[config.mk]
export PLATFORM = sky130hd
export DESIGN_NAME = color_freq_sampler
export DESIGN_NICKNAME = d
export VERILOG_FILES = /design/src/rtl/color_freq_sampler.sv
export SDC_FILE = /design/constraint.sdc
export NUM_CORES = 1
export LEC_CHECK = 0
export CORE_MARGIN = 4
export CORE_UTILIZATION = 51
export CTS_CLUSTER_SIZE = 10
export DETAILED_ROUTE_END_ITERATION = 6
export PLACE_DENSITY = 0.76
export SETUP_SLACK_MARGIN = 0.02
export SYNTH_ARGS = -nofsm -noshare
export SYNTH_HDL_FRONTEND = slang
export SYNTH_SLANG_ARGS = --single-unit
[constraint.sdc]
create_clock -name clk -period 2.03 [get_ports clk]
set_input_delay 0.406 -clock clk [delete_from_list [all_inputs] [get_ports clk]]
set_output_delay 0.406 -clock clk [all_outputs]
set_load 0.01 [all_outputs]
[src/rtl/color_freq_sampler.sv]
// color_freq_sampler: steps the colour sensor's S2/S3 filter select through
// red, green, blue and clear, counts synchronised rising edges of the sensor
// frequency output over a fixed gate window for each filter, and publishes
// all four saturating counts together with a one-cycle sample_valid strobe.
// Optional build macro COLOR_SAMPLER_DOMINANT_EN adds a registered
// dominant-colour output and its MIN_CNT threshold parameter.
module color_freq_sampler #(
  parameter int unsigned SETTLE_CYCLES = 10000,
  parameter int unsigned GATE_CYCLES   = 1000000,
`ifdef COLOR_SAMPLER_DOMINANT_EN
  parameter int unsigned MIN_CNT       = 64,
`endif
  parameter int unsigned CNT_W         = 16
) (
  input  logic             clk,
  input  logic             rst_n,
  input  logic             run,
  input  logic             sensor_freq,
  output logic [1:0]       filter_sel,
  output logic [CNT_W-1:0] red_cnt,
  output logic [CNT_W-1:0] green_cnt,
  output logic [CNT_W-1:0] blue_cnt,
  output logic [CNT_W-1:0] clear_cnt,
  output logic             sample_valid,
  output logic             busy,
`ifdef COLOR_SAMPLER_DOMINANT_EN
  output logic [1:0]       dominant,
`endif
  output logic [3:0]       ovf
);

  // A zero settle time still spends one cycle in SETTLE.
  localparam int unsigned SETTLE_LD = (SETTLE_CYCLES == 0) ? 0 : SETTLE_CYCLES - 1;
  localparam int unsigned GATE_LD   = (GATE_CYCLES == 0) ? 0 : GATE_CYCLES - 1;
  localparam int unsigned TMR_MAX   = (SETTLE_LD > GATE_LD) ? SETTLE_LD : GATE_LD;
  localparam int unsigned TMR_W     = (TMR_MAX < 2) ? 1 : $clog2(TMR_MAX + 1);
  localparam logic [CNT_W-1:0] CNT_MAX = '1;

  typedef enum logic [1:0] {IDLE, SETTLE, GATE, STORE} state_t;

  state_t           state;
  logic [1:0]       chan;
  logic [TMR_W-1:0] tmr;
  logic             sync1, sync2, prev;
  logic             edge_det;
  logic [CNT_W-1:0] work_cnt, work_nxt;
  logic             work_ovf, work_ovf_nxt;
  logic [CNT_W-1:0] red_sh, green_sh, blue_sh;
  logic [2:0]       ovf_sh;

  // Filter codes {S2,S3} in the fixed red, green, blue, clear order.
  function automatic logic [1:0] sel_code(input logic [1:0] c);
    case (c)
      2'd0:    sel_code = 2'b00;
      2'd1:    sel_code = 2'b11;
      2'd2:    sel_code = 2'b01;
      default: sel_code = 2'b10;
    endcase
  endfunction

  // Two-flop synchroniser plus a history flop for rising-edge detection.
  always_ff @(posedge clk or negedge rst_n) begin
    if (!rst_n) begin
      sync1 <= 1'b0;
      sync2 <= 1'b0;
      prev  <= 1'b0;
    end else begin
      sync1 <= sensor_freq;
      sync2 <= sync1;
      prev  <= sync2;
    end
  end

  assign edge_det = sync2 & ~prev;

  // Saturating increment; ovf marks an edge lost because the count was full.
  always_comb begin
    work_nxt     = work_cnt;
    work_ovf_nxt = work_ovf;
    if (edge_det) begin
      if (work_cnt == CNT_MAX) work_ovf_nxt = 1'b1;
      else                     work_nxt     = work_cnt + 1'b1;
    end
  end

`ifdef COLOR_SAMPLER_DOMINANT_EN
  localparam logic [31:0] MIN_THR = MIN_CNT;
  logic [1:0] dom_calc;

  // Largest of red/green/blue with red > green > blue on ties; none if all below threshold.
  always_comb begin
    dom_calc = 2'b00;
    if ((32'(red_sh) >= MIN_THR) || (32'(green_sh) >= MIN_THR) || (32'(blue_sh) >= MIN_THR)) begin
      if ((red_sh >= green_sh) && (red_sh >= blue_sh)) dom_calc = 2'b01;
      else if (green_sh >= blue_sh)                   dom_calc = 2'b10;
      else                                            dom_calc = 2'b11;
    end
  end
`endif

  // Sequencer: settle, gate and latch each channel, then publish the frame.
  always_ff @(posedge clk or negedge rst_n) begin
    if (!rst_n) begin
      state        <= IDLE;
      chan         <= 2'd0;
      tmr          <= '0;
      filter_sel   <= 2'b00;
      busy         <= 1'b0;
      sample_valid <= 1'b0;
      work_cnt     <= '0;
      work_ovf     <= 1'b0;
      red_sh       <= '0;
      green_sh     <= '0;
      blue_sh      <= '0;
      ovf_sh       <= 3'b000;
      red_cnt      <= '0;
      green_cnt    <= '0;
      blue_cnt     <= '0;
      clear_cnt    <= '0;
      ovf          <= 4'b0000;
`ifdef COLOR_SAMPLER_DOMINANT_EN
      dominant     <= 2'b00;
`endif
    end else begin
      sample_valid <= 1'b0;
      case (state)
        IDLE: begin
          if (run) begin
            chan       <= 2'd0;
            filter_sel <= sel_code(2'd0);
            tmr        <= TMR_W'(SETTLE_LD);
            busy       <= 1'b1;
            state      <= SETTLE;
          end
        end
        SETTLE: begin
          if (tmr == '0) begin
            tmr      <= TMR_W'(GATE_LD);
            work_cnt <= '0;
            work_ovf <= 1'b0;
            state    <= GATE;
          end else begin
            tmr <= tmr - 1'b1;
          end
        end
        GATE: begin
          work_cnt <= work_nxt;
          work_ovf <= work_ovf_nxt;
          if (tmr == '0) begin
            case (chan)
              2'd0: begin red_sh   <= work_nxt; ovf_sh[0] <= work_ovf_nxt; end
              2'd1: begin green_sh <= work_nxt; ovf_sh[1] <= work_ovf_nxt; end
              2'd2: begin blue_sh  <= work_nxt; ovf_sh[2] <= work_ovf_nxt; end
              default: ;
            endcase
            if (chan != 2'd3) begin
              chan       <= chan + 1'b1;
              filter_sel <= sel_code(chan + 1'b1);
              tmr        <= TMR_W'(SETTLE_LD);
              state      <= SETTLE;
            end else begin
              // Clear goes straight to the outputs so the frame lands in the STORE cycle.
              red_cnt      <= red_sh;
              green_cnt    <= green_sh;
              blue_cnt     <= blue_sh;
              clear_cnt    <= work_nxt;
              ovf          <= {work_ovf_nxt, ovf_sh};
              sample_valid <= 1'b1;
`ifdef COLOR_SAMPLER_DOMINANT_EN
              dominant     <= dom_calc;
`endif
              state        <= STORE;
            end
          end else begin
            tmr <= tmr - 1'b1;
          end
        end
        default: begin
          if (run) begin
            chan       <= 2'd0;
            filter_sel <= sel_code(2'd0);
            tmr        <= TMR_W'(SETTLE_LD);
            state      <= SETTLE;
          end else begin
            busy  <= 1'b0;
            state <= IDLE;
          end
        end
      endcase
    end
  end

endmodule
==> metrics.md, run 1 <==
| Metric | Value |
|---|---|
| Layout cells sized above 1 | 0.249 |
| Reg power frac | 0.494 |
| Fin nets | 993 |
| Post-Layout Cell Count | 1170 |
| PortBufs | 75 |
| Relative slew slack | 0.683 |
| Antenna cell count | 0 |
| Synthesized area per cell | 9.47 sq um |
| Fmax | 452 MHz |
| Peak VDD IR | 572 uV |
| CTS tree | yes |
| Status | finished with violations |
| Critical-path cell list | or4_4, buf_4, nor2_4, buf_6, nand4_1, buf_4, clkbuf_16, o21ai_1 |
| CP Class | flop to flop |
| Max Transition Viols Final | 0 |
| Routed vias/inst | 5.85 |
| WP data arrival | 2.54 ns |
| Most frequent cells in the layout | nand2_1 (225), dfrtp_1 (166), buf_4 (112) |
| Number of global-route vias before repair | 6527 |
| Global Route Usage Sum | 0.252 |
| RePlAce Congestion | 0.911 |
| 1st-pass router iterations | 6 |
| Total Neg Setup Slack | -12.47 ns |
| DP Area | 9230 sq um |
| Congestion Overflow GR | 0 |
| Post-synth EDFFs | 0 |
| Placed cell count | 1108 |
| CTS H-tree depth | 4 |
| Async S/R FF share, synth | 1.00 |
| Final Core Density | 0.743 |
| Critical Path RT | 2.36 ns |
| Initial DRC Count | 598 |
| Antenna violations before repair | 0 |
| Core ar. | 14100 sq um |
| Most common cell after layout, fill and taps aside | nand2_1 |
| CP Capture Type | flop |
| Net Sw Frac | 0.222 |
| Main flop type after synthesis | dfrtp_1 |
| Pwr dens | 640 nW/um^2 |
| Slew @ Worst Pin | 0.476 ns |
| Int Pwr | 0.00521 W |
| Mapped Cells | 784 |
| Seq/Total Area, Yosys | 0.559 |
| Routed len/inst | 19.2 microns |
| Period utilisation layout | 1.09 |
| Crit path max-delay cell type | or4_4 |
| Post-DP HPWL | 14.1 mm |
| Clk buf depth | 2 |
| Pleak | 4.97 nW |
| Syn Nets | 800 |
| Psw | 0.00149 W |
| Maxcap violations | 0 |
| Synth area leader | dfrtp_1 |
| Final setup viols | 119 |
| First-pass GRT wire length | 32.9 mm |
| Synth cell types | 56 |
| Seq cells post-synth | 166 |
| Critical-path maximum fanout | 15 |
| RSZ-0062 raised after global routing | yes |
| Crit-path max cell delay | 0.54 ns |
| Post-route setup slack | -0.180 ns |
| Mapped cell area | 7430 sq um |
| Combinational power share | 0.016 |
| WL final | 22.5 mm |
| Largest net degree at the start of global routing | 74 |
| Design area | 10500 sq um |
| Post-route antenna net violation count | 0 |
| Clock slew at reported path FFs | 0.07 ns |
| Layout area overhead | 41.0% |
| CTS root buf | clkbuf_16 |
| Hold Fails Final Rpt | 0 |
| Row cnt | 43 |
| Most frequent cell on the critical path | buf_4 |
| TritonCTS Sinks | 166 |
| Die Ht | 129 microns |
| Die area | 16600 sq um |
| Die width | 129 microns |
| Worst-Skew Late Latency | 0.43 ns |
| Clock network power share | 0.490 |
| Top cell type's share of synthesized area | 0.559 |
| Residual DRC count | 0 |
| Final Critical Period | 2.21 ns |
| Top cells by area, synth | dfrtp_1 (56%), nand2_1 (12%), o21ai_0 (3.0%) |
| Failing checks | negative setup slack |
| CTS Buf Count | 17 |
| Power, Total | 0.00670 W |
| Synth warn | 0 |
| Startpoint types | flop |
| Hold Path Class | flop to flop |
| Vias | 6848 |
| I/O pins | 76 |
| Initial Utilization | 0.527 |
| Clk_skew | 0.0123 ns |
-- through the flow --
stage               hold slack [ns]  setup slack, ns
floorplan                     0.110          -0.0309
global placement              0.355           -0.161
detailed placement            0.356           -0.192
CTS                           0.365           -0.136
global route                  0.368           -0.252
finish                        0.370           -0.180
-- worst max-delay path, delay by kind of cell, from the launching register on --
kind / cells / cell delay, ns
AO/OA/AOI/OAI: 1 / 0.21
flip-flops: 1 / 0.38
buffers and inverters: 4 / 0.70
AND/OR/NAND/NOR: 3 / 0.82
-- flip-flops by register name, indices dropped and copies added, names as in the netlist, 3 cells and up --
register,flops
blue_cnt,16
ovf_sh,3
tmr,20
work_cnt,16
blue_sh,16
green_cnt,16
ovf,4
green_sh,16
clear_cnt,16
red_sh,16
red_cnt,16
-- area by class of cell --
cell class	instances	area (sq um)
Sequential cell	166	4150
Fill cell	912	3620
Multi-Input combinational cell	558	3330
Timing Repair Buffer	215	2070
Clock buffer	18	439
Tap cell	180	225
Clock inverter	14	165
Inverter	19	83.8
-- repair_timing --
action | in CTS | in global routing
pin swaps | 7 | 10
hold buffers | 1 | 0
endpoints found under the hold margin | 44 | 0
endpoints found under the setup margin | 122 | 160
resized for setup | 37 | 60
cloned | 1 | 6
buffers inserted | 10 | 12
-- per-layer routing --
| layer | share of wire | GRT usage | wire, microns |
|---|---|---|---|
| met1 | 0.40 | 0.322 | 9020 |
| met2 | 0.51 | 0.434 | 11500 |
| met3 | 0.059 | 0.0428 | 1330 |
| met4 | 0.030 | 0.0926 | 671 |
| met5 | 0 | 0 | 0 |
-- cells by family (layout without fill, tap and decap cells) --
group                    Yosys count  count (layout)  synth area share
AO/OA/AOI/OAI                    172             172             0.141
XOR/XNOR                           7               7           0.00825
adder cells (fa/ha/maj)           12              12            0.0202
buffers and inverters             60             266            0.0355
flip-flops                       166             166             0.559
multiplexers                      19              19            0.0281
AND/OR/NAND/NOR                  348             348             0.208
-- final timing paths --
kind                         start          end  slack (ns)  cells past startpoint
setup / recovery           tmr[19]    red_sh[8]       -0.18                      8
hold / removal               sync1        sync2        0.37                      0
setup reg to reg           tmr[19]    red_sh[8]       -0.18                      8
hold reg to reg              sync1        sync2        0.37                      0
max in group asynchronous    rst_n  green_sh[4]        0.90                      3
min in group asynchronous    rst_n  red_cnt[12]        0.49                      2
-- synth_stat cells, types with 6 or more instances --
library cell,instances
nor3_1,18
o21ai_0,44
mux2_2,15
inv_1,18
o21ai_1,24
a31oi_1,18
buf_2,13
nand2_1,234
a21oi_1,36
nand4_1,13
nor2_1,25
nor4_1,8
ha_1,12
xnor2_1,6
dfrtp_1,166
o22a_1,7
nand2b_1,8
clkbuf_1,23
nand3_1,9
-- power groups by stage --
stage          registers, W   logic [W]  clock network, W
6_report            0.00331    0.000108           0.00328
5_1_grt             0.00331    0.000123           0.00347
4_1_cts             0.00331    0.000111           0.00333
2_1_floorplan       0.00337  0.00000923                 0
3_3_place_gp        0.00337    0.000106                 0
3_5_place_dp        0.00337    0.000108                 0
Note: power is estimated with default switching activity, not from simulation.
==> run 2, diff against run 1 <==
--- a/config.mk
+++ b/config.mk
@@ -6,10 +6,11 @@
 export NUM_CORES = 1
 export LEC_CHECK = 0
 export CORE_MARGIN = 4
-export CORE_UTILIZATION = 51
+export CORE_UTILIZATION = 53
+export CTS_BUF_LIST = sky130_fd_sc_hd__clkbuf_8
 export CTS_CLUSTER_SIZE = 10
 export DETAILED_ROUTE_END_ITERATION = 6
-export PLACE_DENSITY = 0.76
+export PLACE_DENSITY = 0.78
 export SETUP_SLACK_MARGIN = 0.02
 export SYNTH_ARGS = -nofsm -noshare
 export SYNTH_HDL_FRONTEND = slang
==> run 2 against run 1 <==
Against the previous run:
- the flow still finishes with violations (negative setup slack)
- register-to-register slack about the same
- clock skew up 0.0026 ns
- power down 16%
- combinational power about the same
- routed wire length down 2.9%
- flip-flop and latch count unchanged
- global-route usage up 0.86 points
- critical endpoint is now tmr[18]
==> metrics.md, run 2 (synthesized netlist as in run 1, its figures left out) <==
| Metric | Value |
|---|---|
| Number of global-route vias before repair | 6546 |
| First-pass GRT wire length | 33.6 mm |
| Hold Path Class | flop to flop |
| Clock network power share | 0.395 |
| CTS tree | yes |
| Post-DP HPWL | 14.3 mm |
| Worst hold path stage count | 0 |
| Reg power frac | 0.586 |
| Antenna cell count | 0 |
| CTS root buf | clkbuf_8 |
| Max Transition Viols Final | 0 |
| Pleak | 4.79 nW |
| Delay-heaviest family, CP | simple AND/OR/NAND/NOR gates |
| Critical Path RT | 2.42 ns |
| WP data arrival | 2.61 ns |
| Worst-Skew Late Latency | 0.48 ns |
| Startpoint types | flop |
| Pwr dens | 554 nW/um^2 |
| CP Class | flop to flop |
| Congestion Overflow GR | 0 |
| RePlAce Congestion | 0.933 |
| R2R cell count | 6 |
| Hold Fails Final Rpt | 0 |
| Row cnt | 42 |
| Vias | 6914 |
| Top reg by flops | tmr |
| Layout area overhead | 37.1% |
| Int Pwr | 0.00424 W |
| Die area | 16000 sq um |
| Slew @ Worst Pin | 0.533 ns |
| CP Capture Type | flop |
| Final setup viols | 100 |
| RSZ-0062 raised after global routing | yes |
| Global Route Usage Sum | 0.261 |
| Critical-path maximum fanout | 6 |
| Fmax | 452 MHz |
| Clk_skew | 0.0149 ns |
| PortBufs | 75 |
| Final Critical Period | 2.21 ns |
| Final Core Density | 0.754 |
| I/O pins | 76 |
| Initial DRC Count | 747 |
| Placed cell count | 1113 |
| CTS Buf Count | 17 |
| WL final | 21.8 mm |
| Routed vias/inst | 5.94 |
| Peak VDD IR | 358 uV |
| Routed len/inst | 18.8 microns |
| Clock slew at reported path FFs | 0.09 ns |
| Clk buf depth | 2 |
| Largest net degree at the start of global routing | 74 |
| Period utilisation layout | 1.09 |
| Die width | 126 microns |
| Psw | 0.00140 W |
| Maxcap violations | 0 |
| Critical-path cell list | or4_4, or2_4, o32a_1, buf_4, and2_4, a211oi_2 |
| Post-Layout Cell Count | 1163 |
| 1st-pass router iterations | 5 |
| Core ar. | 13500 sq um |
| Max FFs per register | 20 |
| Net Sw Frac | 0.249 |
| Post-route antenna net violation count | 0 |
| Crit-path max cell delay | 0.53 ns |
| Antenna violations before repair | 0 |
| Initial Utilization | 0.550 |
| Most frequent cells in the layout | nand2_1 (225), dfrtp_1 (166), buf_4 (115) |
| Crit path max-delay cell type | or4_4 |
| Residual DRC count | 0 |
| Status | finished with violations |
| Pre-CTS WS | -0.207 ns |
| Levels on crit path | 6 |
| Most common cell after layout, fill and taps aside | nand2_1 |
| Failing checks | negative setup slack |
| Fin nets | 990 |
| Worst path bufs/invs | 1 |
| Combinational power share | 0.019 |
| Layout cells sized above 1 | 0.262 |
| Relative slew slack | 0.645 |
| TritonCTS Sinks | 166 |
| Post-route setup slack | -0.181 ns |
| Die Ht | 126 microns |
| CTS H-tree depth | 4 |
## run 2: cell types whose count changed in the layout (fill, tap and decap cells not counted), moves of 4 or more
cell,before,now
clkbuf_16,22,3
clkbuf_8,1,18
a21oi_2,2,9
a21oi_1,31,26
o21ai_0,28,33
buf_6,13,9
o21ai_1,32,28
## run 2: what timing repair did
item / in CTS / in global routing
gates cloned: 2 / 4
endpoints found under the hold margin: 48 / 0
hold buffers: 1 / 0
setup buffers: 6 / 6
pin swaps: 18 / 20
resized for setup: 41 / 57
setup endpoints to repair: 136 / 159
## run 2: power by group through the flow
stage	Clock [W]	Sequential (W)	Combinational, W
floorplan	0	0.00337	0.00000923
global placement	0	0.00337	0.000102
detailed placement	0	0.00337	0.000106
CTS	0.00224	0.00331	0.000107
global route	0.00241	0.00331	0.000122
finish	0.00223	0.00331	0.000106
## run 2: per-layer routing
| layer | share of wire | global-route usage | wire, microns |
|---|---|---|---|
| met5 | 0 | 0 | 0 |
| met4 | 0.028 | 0.0915 | 607 |
| met3 | 0.070 | 0.0555 | 1530 |
| met2 | 0.50 | 0.417 | 10800 |
| met1 | 0.41 | 0.356 | 8890 |
## run 2: final timing paths
check	start	endpoint	slack, ns
worst max register to register	tmr[19]	tmr[18]	-0.18
worst max-delay path	tmr[19]	tmr[18]	-0.18
max in group asynchronous	rst_n	red_cnt[12]	0.88
worst min register to register	sync1	sync2	0.36
min in group asynchronous	rst_n	clear_cnt[5]	0.45
worst min-delay path	sync1	sync2	0.36
## run 2: worst reg2reg max path, cell delays in order (launching register included)
cell and delay, ns:
dfrtp_1 0.38, or4_4 0.53, or2_4 0.27, o32a_1 0.44, buf_4 0.18, and2_4 0.18, a211oi_2 0.16
## run 2: cell type report
cell class	instances	area, sq um
tap	176	220
sequential	166	4150
inverter	19	83.8
timing repair inverter	1	8.76
timing repair buffer	211	1980
clock buffer	18	248
multi-input combinational	558	3370
fill	857	3320
clock inverter	14	119
## run 2: stage by stage
step | hold slack, ns | power (W) | area (sq um) | TNS [ns]
after floorplan | 0.110 | 0.00338 | 7550 | -2.00
after global placement | 0.335 | 0.00348 | 9240 | -4.85
after detailed placement | 0.341 | 0.00348 | 9240 | -10.06
after CTS | 0.352 | 0.00565 | 9890 | -8.17
after global routing | 0.363 | 0.00585 | 10200 | -19.05
final | 0.359 | 0.00564 | 10200 | -8.88
